[src/rtl/mixed_dotp_sequencer_pkg.sv]
// ============================================================================
// Module      : riscv_defines (package)
// Description : Shared types, widths and the mixed-precision ratio decode.
// Revision    : 1.0 - initial release
// ============================================================================
`default_nettype none

package riscv_defines;

   localparam int NBITS_MIXED_CYCLES = 3;

   typedef enum logic [3:0] {
      FMT_INT16  = 4'd0,
      FMT_INT8   = 4'd1,
      FMT_INT4   = 4'd2,
      FMT_INT2   = 4'd3,
      MIXED_2x4  = 4'd4,
      MIXED_4x8  = 4'd5,
      MIXED_8x16 = 4'd6,
      MIXED_2x8  = 4'd7,
      MIXED_4x16 = 4'd8,
      MIXED_2x16 = 4'd9
   } ivec_mode_fmt;

   typedef enum logic [0:0] {
      MDS_IDLE  = 1'b0,
      MDS_ISSUE = 1'b1
   } mds_state_e;

   // Ratios are stored as ratio-1 so they compare directly with the slice index.
   localparam logic [NBITS_MIXED_CYCLES-1:0] MDS_RATIO_1 = 3'd0;
   localparam logic [NBITS_MIXED_CYCLES-1:0] MDS_RATIO_2 = 3'd1;
   localparam logic [NBITS_MIXED_CYCLES-1:0] MDS_RATIO_4 = 3'd3;
   localparam logic [NBITS_MIXED_CYCLES-1:0] MDS_RATIO_8 = 3'd7;

   function automatic logic [NBITS_MIXED_CYCLES-1:0] mixed_ratio_m1(ivec_mode_fmt fmt);
      logic [NBITS_MIXED_CYCLES-1:0] r;
      case (fmt)
         MIXED_2x4, MIXED_4x8, MIXED_8x16: r = MDS_RATIO_2;
         MIXED_2x8, MIXED_4x16:            r = MDS_RATIO_4;
         MIXED_2x16:                       r = MDS_RATIO_8;
         default:                          r = MDS_RATIO_1;
      endcase
      return r;
   endfunction

endpackage

`default_nettype wire

[src/rtl/mixed_dotp_sequencer.sv]
// ============================================================================
// Module      : mixed_dotp_sequencer
// Description : Splits one mixed-precision dotp request into per-slice uops.
// Revision    : 1.0 - initial release
// ============================================================================
`default_nettype none

module mixed_dotp_sequencer
   import riscv_defines::*;
(
   input  logic                          clk,
   input  logic                          rst_n,
   input  logic                          req_valid_i,
   output logic                          req_ready_o,
   input  ivec_mode_fmt                  req_fmt_i,
   input  logic                          req_accum_i,
   output logic                          uop_valid_o,
   input  logic                          uop_ready_i,
   output logic [NBITS_MIXED_CYCLES-1:0] uop_slice_o,
   output logic                          uop_accum_o,
   output logic                          uop_last_o,
   input  logic                          flush_i,
   output logic                          busy_o,
   output logic                          done_o
);

   mds_state_e                    r_state;
   mds_state_e                    w_state_nxt;
   logic [NBITS_MIXED_CYCLES-1:0] r_slice;
   logic [NBITS_MIXED_CYCLES-1:0] r_last;
   logic                          r_accum;
   logic                          r_done;

   logic                          w_accept;
   logic                          w_hs;
   logic                          w_is_last;

   assign w_is_last = (r_slice == r_last);

   always_comb begin
      w_state_nxt = r_state;
      req_ready_o = 1'b0;
      uop_valid_o = 1'b0;
      busy_o      = 1'b0;
      w_accept    = 1'b0;
      w_hs        = 1'b0;
      case (r_state)
         MDS_IDLE: begin
            req_ready_o = !flush_i;
            w_accept    = req_valid_i && !flush_i;
            if (w_accept) begin
               w_state_nxt = MDS_ISSUE;
            end
         end
         MDS_ISSUE: begin
            uop_valid_o = 1'b1;
            busy_o      = 1'b1;
            // A handshake coinciding with a flush is dropped by the consumer too.
            w_hs        = uop_ready_i && !flush_i;
            if (flush_i) begin
               w_state_nxt = MDS_IDLE;
            end else if (w_hs && w_is_last) begin
               w_state_nxt = MDS_IDLE;
            end
         end
         default: begin
            w_state_nxt = MDS_IDLE;
         end
      endcase
   end

   always_ff @(posedge clk or negedge rst_n) begin
      if (!rst_n) begin
         r_state <= MDS_IDLE;
      end else begin
         r_state <= w_state_nxt;
      end
   end

   always_ff @(posedge clk or negedge rst_n) begin
      if (!rst_n) begin
         r_slice <= '0;
         r_last  <= '0;
         r_accum <= 1'b0;
         r_done  <= 1'b0;
      end else if (flush_i) begin
         r_slice <= '0;
         r_done  <= 1'b0;
      end else begin
         r_done <= 1'b0;
         if (w_accept) begin
            r_last  <= mixed_ratio_m1(req_fmt_i);
            r_accum <= req_accum_i;
            r_slice <= '0;
         end else if (w_hs) begin
            if (w_is_last) begin
               r_slice <= '0;
               r_done  <= 1'b1;
            end else begin
               r_slice <= r_slice + 1'b1;
            end
         end
      end
   end

   // Config flops keep stale values in IDLE, so qualify the uop fields by state.
   assign uop_slice_o = r_slice;
   assign uop_last_o  = (r_state == MDS_ISSUE) && w_is_last;
   assign uop_accum_o = (r_state == MDS_ISSUE) && (r_accum || (r_slice != '0));
   assign done_o      = r_done;

endmodule

`default_nettype wire

[config.mk]
export PLATFORM = sky130hd
export DESIGN_NAME = mixed_dotp_sequencer
export DESIGN_NICKNAME = d
export VERILOG_FILES = /design/src/rtl/mixed_dotp_sequencer_pkg.sv /design/src/rtl/mixed_dotp_sequencer.sv
export SDC_FILE = /design/constraint.sdc
export NUM_CORES = 1
export LEC_CHECK = 0
export ABC_CLOCK_PERIOD_IN_PS = 1500
export BUFFER_PORTS_ARGS = -buffer_cell sky130_fd_sc_hd__buf_4
export CORE_AREA = 2 2 39 41
export CTS_CLUSTER_DIAMETER = 100
export DETAILED_ROUTE_END_ITERATION = 10
export DIE_AREA = 0 0 41 43
export GPL_TIMING_DRIVEN = 0
export PLACE_DENSITY_LB_ADDON = 0.15
export SLEW_MARGIN = 15
export SYNTH_ARGS = -nofsm -noshare
export SYNTH_HDL_FRONTEND = slang
export SYNTH_SLANG_ARGS = --single-unit
[constraint.sdc]
create_clock -name clk -period 1.5 [get_ports clk]
set_input_delay 0.225 -clock clk [delete_from_list [all_inputs] [get_ports clk]]
set_output_delay 0.225 -clock clk [all_outputs]
set_load 0.1 [all_outputs]
Word-level counts from Yosys, hierarchy flattened
Index checks and enable logic that the tools add are counted.
Widths: inputs -> output; s select.
{"block": "totals", "reg_bits": 9, "latch_bits": 0, "ramBits": 0, "rom_bits": 0, "input_bits": 10, "output_inout_bits": 9, "n_memories": 0}
{"block": "op_classes", "n_addsub": 1, "n_mul": 0, "n_div": 0, "magnitude_cmp": 0, "n_eq_ne": 7, "n_shift": 0, "muxes": 17, "n_bitwise": 2, "reduce_logical": 12}
{"operator": "$eq 4x3->1 const B", "n": 4}
{"operator": "$mux 3", "n": 4}
{"operator": "$mux 1", "n": 11}
{"operator": "$pmux 3 s3", "n": 1}
{"operator": "$eq 4x4->1 const B", "n": 2}
{"operator": "$reduce_bool 3->1", "n": 2}
{"operator": "$logic_and 1x1->1", "n": 5}
{"operator": "$add 3x1->3 const B", "n": 1}
{"operator": "$eq 3x3->1", "n": 1}
{"operator": "$reduce_or 3->1", "n": 1}
{"operator": "$not 1->1", "n": 2}
{"operator": "$pmux 1 s2", "n": 1}
{"operator": "$reduce_and 2->1", "n": 1}
{"operator": "$reduce_or 2->1", "n": 1}
{"operator": "$logic_not 1->1", "n": 1}
{"operator": "$logic_or 1x1->1", "n": 1}

Depth between registers and ports, before layout
{"block": "logic_depth", "ltp_word": 6, "ltp_mapped": 4}

Worst setup path after synthesis
Ideal clock, no wire load.
{"block": "synth_timing", "kind": "register -> output", "start": "register r_slice[0] (netlist: uop_slice_o[0])", "end": "output uop_accum_o", "arrival_time_ps": 2735, "t_required_ps": 1275, "path_slack_ps": -1460, "path_stages_with_launch": 5, "path_buffers": 0, "cell_sequence": "dfrtp_1 -> inv_1 -> ha_1 -> nor3b_1 -> nor2_1"}
{"block": "synth_between", "elab_chain_len": 3}
{"item": "start: declaration", "line_no": "mixed_dotp_sequencer.sv:29", "text": "logic [NBITS_MIXED_CYCLES-1:0] r_slice;"}
{"item": "start signal: assignment", "line_no": "mixed_dotp_sequencer.sv:100", "text": "r_slice <= r_slice + 1'b1;"}
{"item": "$reduce_bool 3->1", "line_no": "mixed_dotp_sequencer.sv:109", "text": "assign uop_accum_o = (r_state == MDS_ISSUE) && (r_accum || (r_slice != '0));"}
{"item": "$logic_or 1x1->1", "line_no": "mixed_dotp_sequencer.sv:109"}
{"item": "$logic_and 1x1->1", "line_no": "mixed_dotp_sequencer.sv:109"}
{"item": "end: declaration", "line_no": "mixed_dotp_sequencer.sv:20", "text": "output logic uop_accum_o,"}
Every way passes these cells.

Final worst setup path
{"block": "layout_timing", "start": "register r_slice[1] (netlist: uop_slice_o[1])", "end": "output uop_accum_o"}
Same word-level chain as after synthesis.

==> flow_metrics.tcl <==
set metrics [dict create \
    grt_max_degree 10 \
    min_from "req_accum_i" \
    worstPathArrival_ns 1.42 \
    core.rowCount 14 \
    top_layer "met3" \
    slowest_stage "dfrtp_4" \
    io_buffers 18 \
    clock_path_buffers 2 \
    cellPowerDensity_nw_per_um2 1030 \
    hold_viol 0 \
    skew_ns 0.00214 \
    yosysUniqueCellTypes 24 \
    setup_ws_ns -0.149 \
    grt_use_total_pct 18.2 \
    startpoint_type "flip-flop" \
    syn-cell-area_sq_um 539 \
    ys_ff_latch 9 \
    n_antenna_cell 0 \
    vdd_drop_max_v 0.000470 \
    violations "setup timing" \
    timing.max_cap.violations 0 \
    dr_wl_met3_microns 73 \
    max_freq_ghz 0.607 \
    cts_inserted_buffers 3 \
    endpoint_kind "output port" \
    r2r_setup_slack_ns 0.10 \
    status "finished, violations left" \
    die_w_microns 41 \
    cts_root_buffer "clkbuf_4" \
    maxSlewViolCount 0 \
    clk_pin_slew_worst_paths_ns 0.06 \
    rsz0062_at_grt "true" \
    grt_overflow_total 0 \
    wl_met2_microns 713 \
    synth_nets 63 \
    drt_wl_total_microns 1300 \
    netlist_instances 51 \
    die_h_microns 43 \
    vias 492 \
    crit_required_ns 1.27 \
    ff2ff_path_depth 4 \
    die_area_sq_um 1760 \
    maxSlewHeadroom_pct 70.2 \
    hold-path-endpoint "r_accum$_DFFE_PN0P_" \
    grt_pass1_wl_microns 2030 \
    fin_util_pct 67.4 \
    cts_max_level 1 \
    synth-seq-area-share_pct 41.8 \
    drc 0 \
    ant_nets 0 \
    worst_pin_slew_ns 0.444 \
    io_pins 19 \
    hold_path.class "in2reg" \
    clkLatencyLatePin_ns 0.26 \
    ys.warnings.count 0 \
    nets 95 \
    period_needed_ns 1.65 \
    power_leakage_nw 0.400 \
    area_growth_syn_to_layout_pct 72.9 \
    setup.worst_path.class "reg2out" \
    grt_pass1_vias 484 \
    setup_violations 2 \
    crit_chain "inv_2 > ha_2 > nor3b_4 > nor2_4 > buf_12" \
    wl_per_cell_microns 13.2 \
    setup_tns_ns -0.284 \
    reg2reg_from "uop_slice_o[0]$_DFFE_PN0P_" \
    worst-path-max-fanout 3 \
    drtIter0Drc 7 \
    hold_depth 2 \
    fin_crit_sh_pct 110 \
    antenna_found_initial 0 \
    core_area_sq_um 1380 \
    drt-pass1-iter-count 4 \
    avgViaCountPerCell 5.02 \
    initial_core_util_pct 39.0 \
    slowest_delay_ns 0.52 \
    layout-drive-gt1-share_pct 58.5 \
    cts_tree "done" \
    dp_hpwl_microns 925 \
    avgSynthCellArea_sq_um 10.6 \
    gp_congestion 0.662 \
    wl_met1_microns 510 \
    clkSinkCount 9 \
    r2r-end "uop_slice_o[2]$_DFFE_PN0P_" \
]
## through the flow
stage / hold WS (ns) / area [sq um] / power, mW / setup slack [ns] / std cells
global route: 0.182 / 932 / 1.01 / -0.214 / 98
floorplan: -0.0706 / 636 / 0.640 / -0.239 / 51
CTS: 0.191 / 916 / 0.973 / -0.156 / 98
finish: 0.191 / 932 / 0.964 / -0.149 / 98
global placement: 0.0579 / 791 / 0.715 / 0.00733 / 85
detailed placement: 0.0590 / 791 / 0.725 / -0.00915 / 85
## how the worst max path moves through the flow
| stage | from | end | slack, ns |
|---|---|---|---|
| finish | uop_slice_o[1]$_DFFE_PN0P_ | uop_accum_o | -0.15 |
| CTS | uop_slice_o[1]$_DFFE_PN0P_ | uop_accum_o | -0.16 |
| detailed placement | uop_slice_o[2]$_DFFE_PN0P_ | uop_last_o | -0.009 |
| global route | uop_slice_o[1]$_DFFE_PN0P_ | uop_accum_o | -0.21 |
| floorplan | uop_slice_o[1]$_DFFE_PN0P_ | uop_accum_o | -0.24 |
| global placement | uop_slice_o[2]$_DFFE_PN0P_ | uop_last_o | 0.007 |
## cell usage after synthesis, drive strengths merged
cell type  count  area share, %
nor3b          3            6.3
buf            2            2.3
a22o           1            1.6
ha             2            4.6
a31o           1            1.6
nand4          1            1.2
nand3b         1            1.4
a21oi          2            1.9
a31oi          2            3.5
dfrtp          9             42
nor2b          3            3.5
o21ai          1           0.93
nand2b         1            1.2
a311oi         1            1.6
inv            5            3.5
nor2           7            4.9
a221o          1            1.9
nand3          2            1.9
a211oi         1            1.4
mux2           2            4.2
xnor2          3            9.0
## power breakdown
group          internal, mW  switching, mW
registers             0.275         0.0384
logic                 0.188          0.270
clock network         0.103         0.0892
total                 0.565          0.398
## logic make-up after synthesis
family | synth area share, %
flops | 41.8
simple gates | 20.2
fa+ha+maj | 4.64
compound gates | 14.4
mux | 4.18
buf+inv | 5.80
xor+xnor | 9.05
## flip-flops by register name (all words and copies together), names as in the netlist
register and flops:
done_o 1, r_accum 1, r_last 3, r_state 1, uop_slice_o 3
## cell usage in the layout (no fill, tap or decap), types with 2 or more instances in the layout
master / netlist / final
inv_2: 0 / 2
buf_4: 1 / 22
nor2_4: 0 / 3
buf_12: 0 / 3
mux2_1: 2 / 2
buf_6: 0 / 3
nor2_1: 7 / 4
xnor2_4: 0 / 3
inv_1: 5 / 3
a21oi_1: 2 / 2
nor2b_1: 3 / 3
nor3b_4: 1 / 2
dfrtp_1: 9 / 5
dfrtp_4: 0 / 4
clkbuf_4: 0 / 3
## layer usage
| layer | track usage [%] | vias up |
|---|---|---|
| met1 | 18.8 | 234 |
| met4 | 8.00 | 0 |
| met2 | 30.9 | 17 |
| met5 | 0 | - |
| met3 | 6.28 | 0 |
| li1 | - | 241 |
## layout make-up
type                            instances  area (sq um)
Multi-Input combinational cell         35           358
Buffer                                  2          18.8
Tap cell                               16          20.0
Timing Repair Buffer                   27           250
Fill cell                             105           452
Sequential cell                         9           240
Clock buffer                            4          26.3
Inverter                                5          18.8
## worst max-delay path, delay by kind of cell (launching register included)
family	cells	cell delay (ns)
buf+inv	2	0.22
simple gates	2	0.27
flops	1	0.52
fa+ha+maj	1	0.15
## timing repair
action | CTS | global route
resized for setup | 7 | 4
pin swaps | 6 | 0
buffers inserted | 8 | 0
hold buffers | 1 | 0
hold endpoints to repair | 9 | 0
gates cloned | 0 | 0
endpoints found under the setup margin | 3 | 4
No activity file was read; power rests on OpenSTA's default activity.
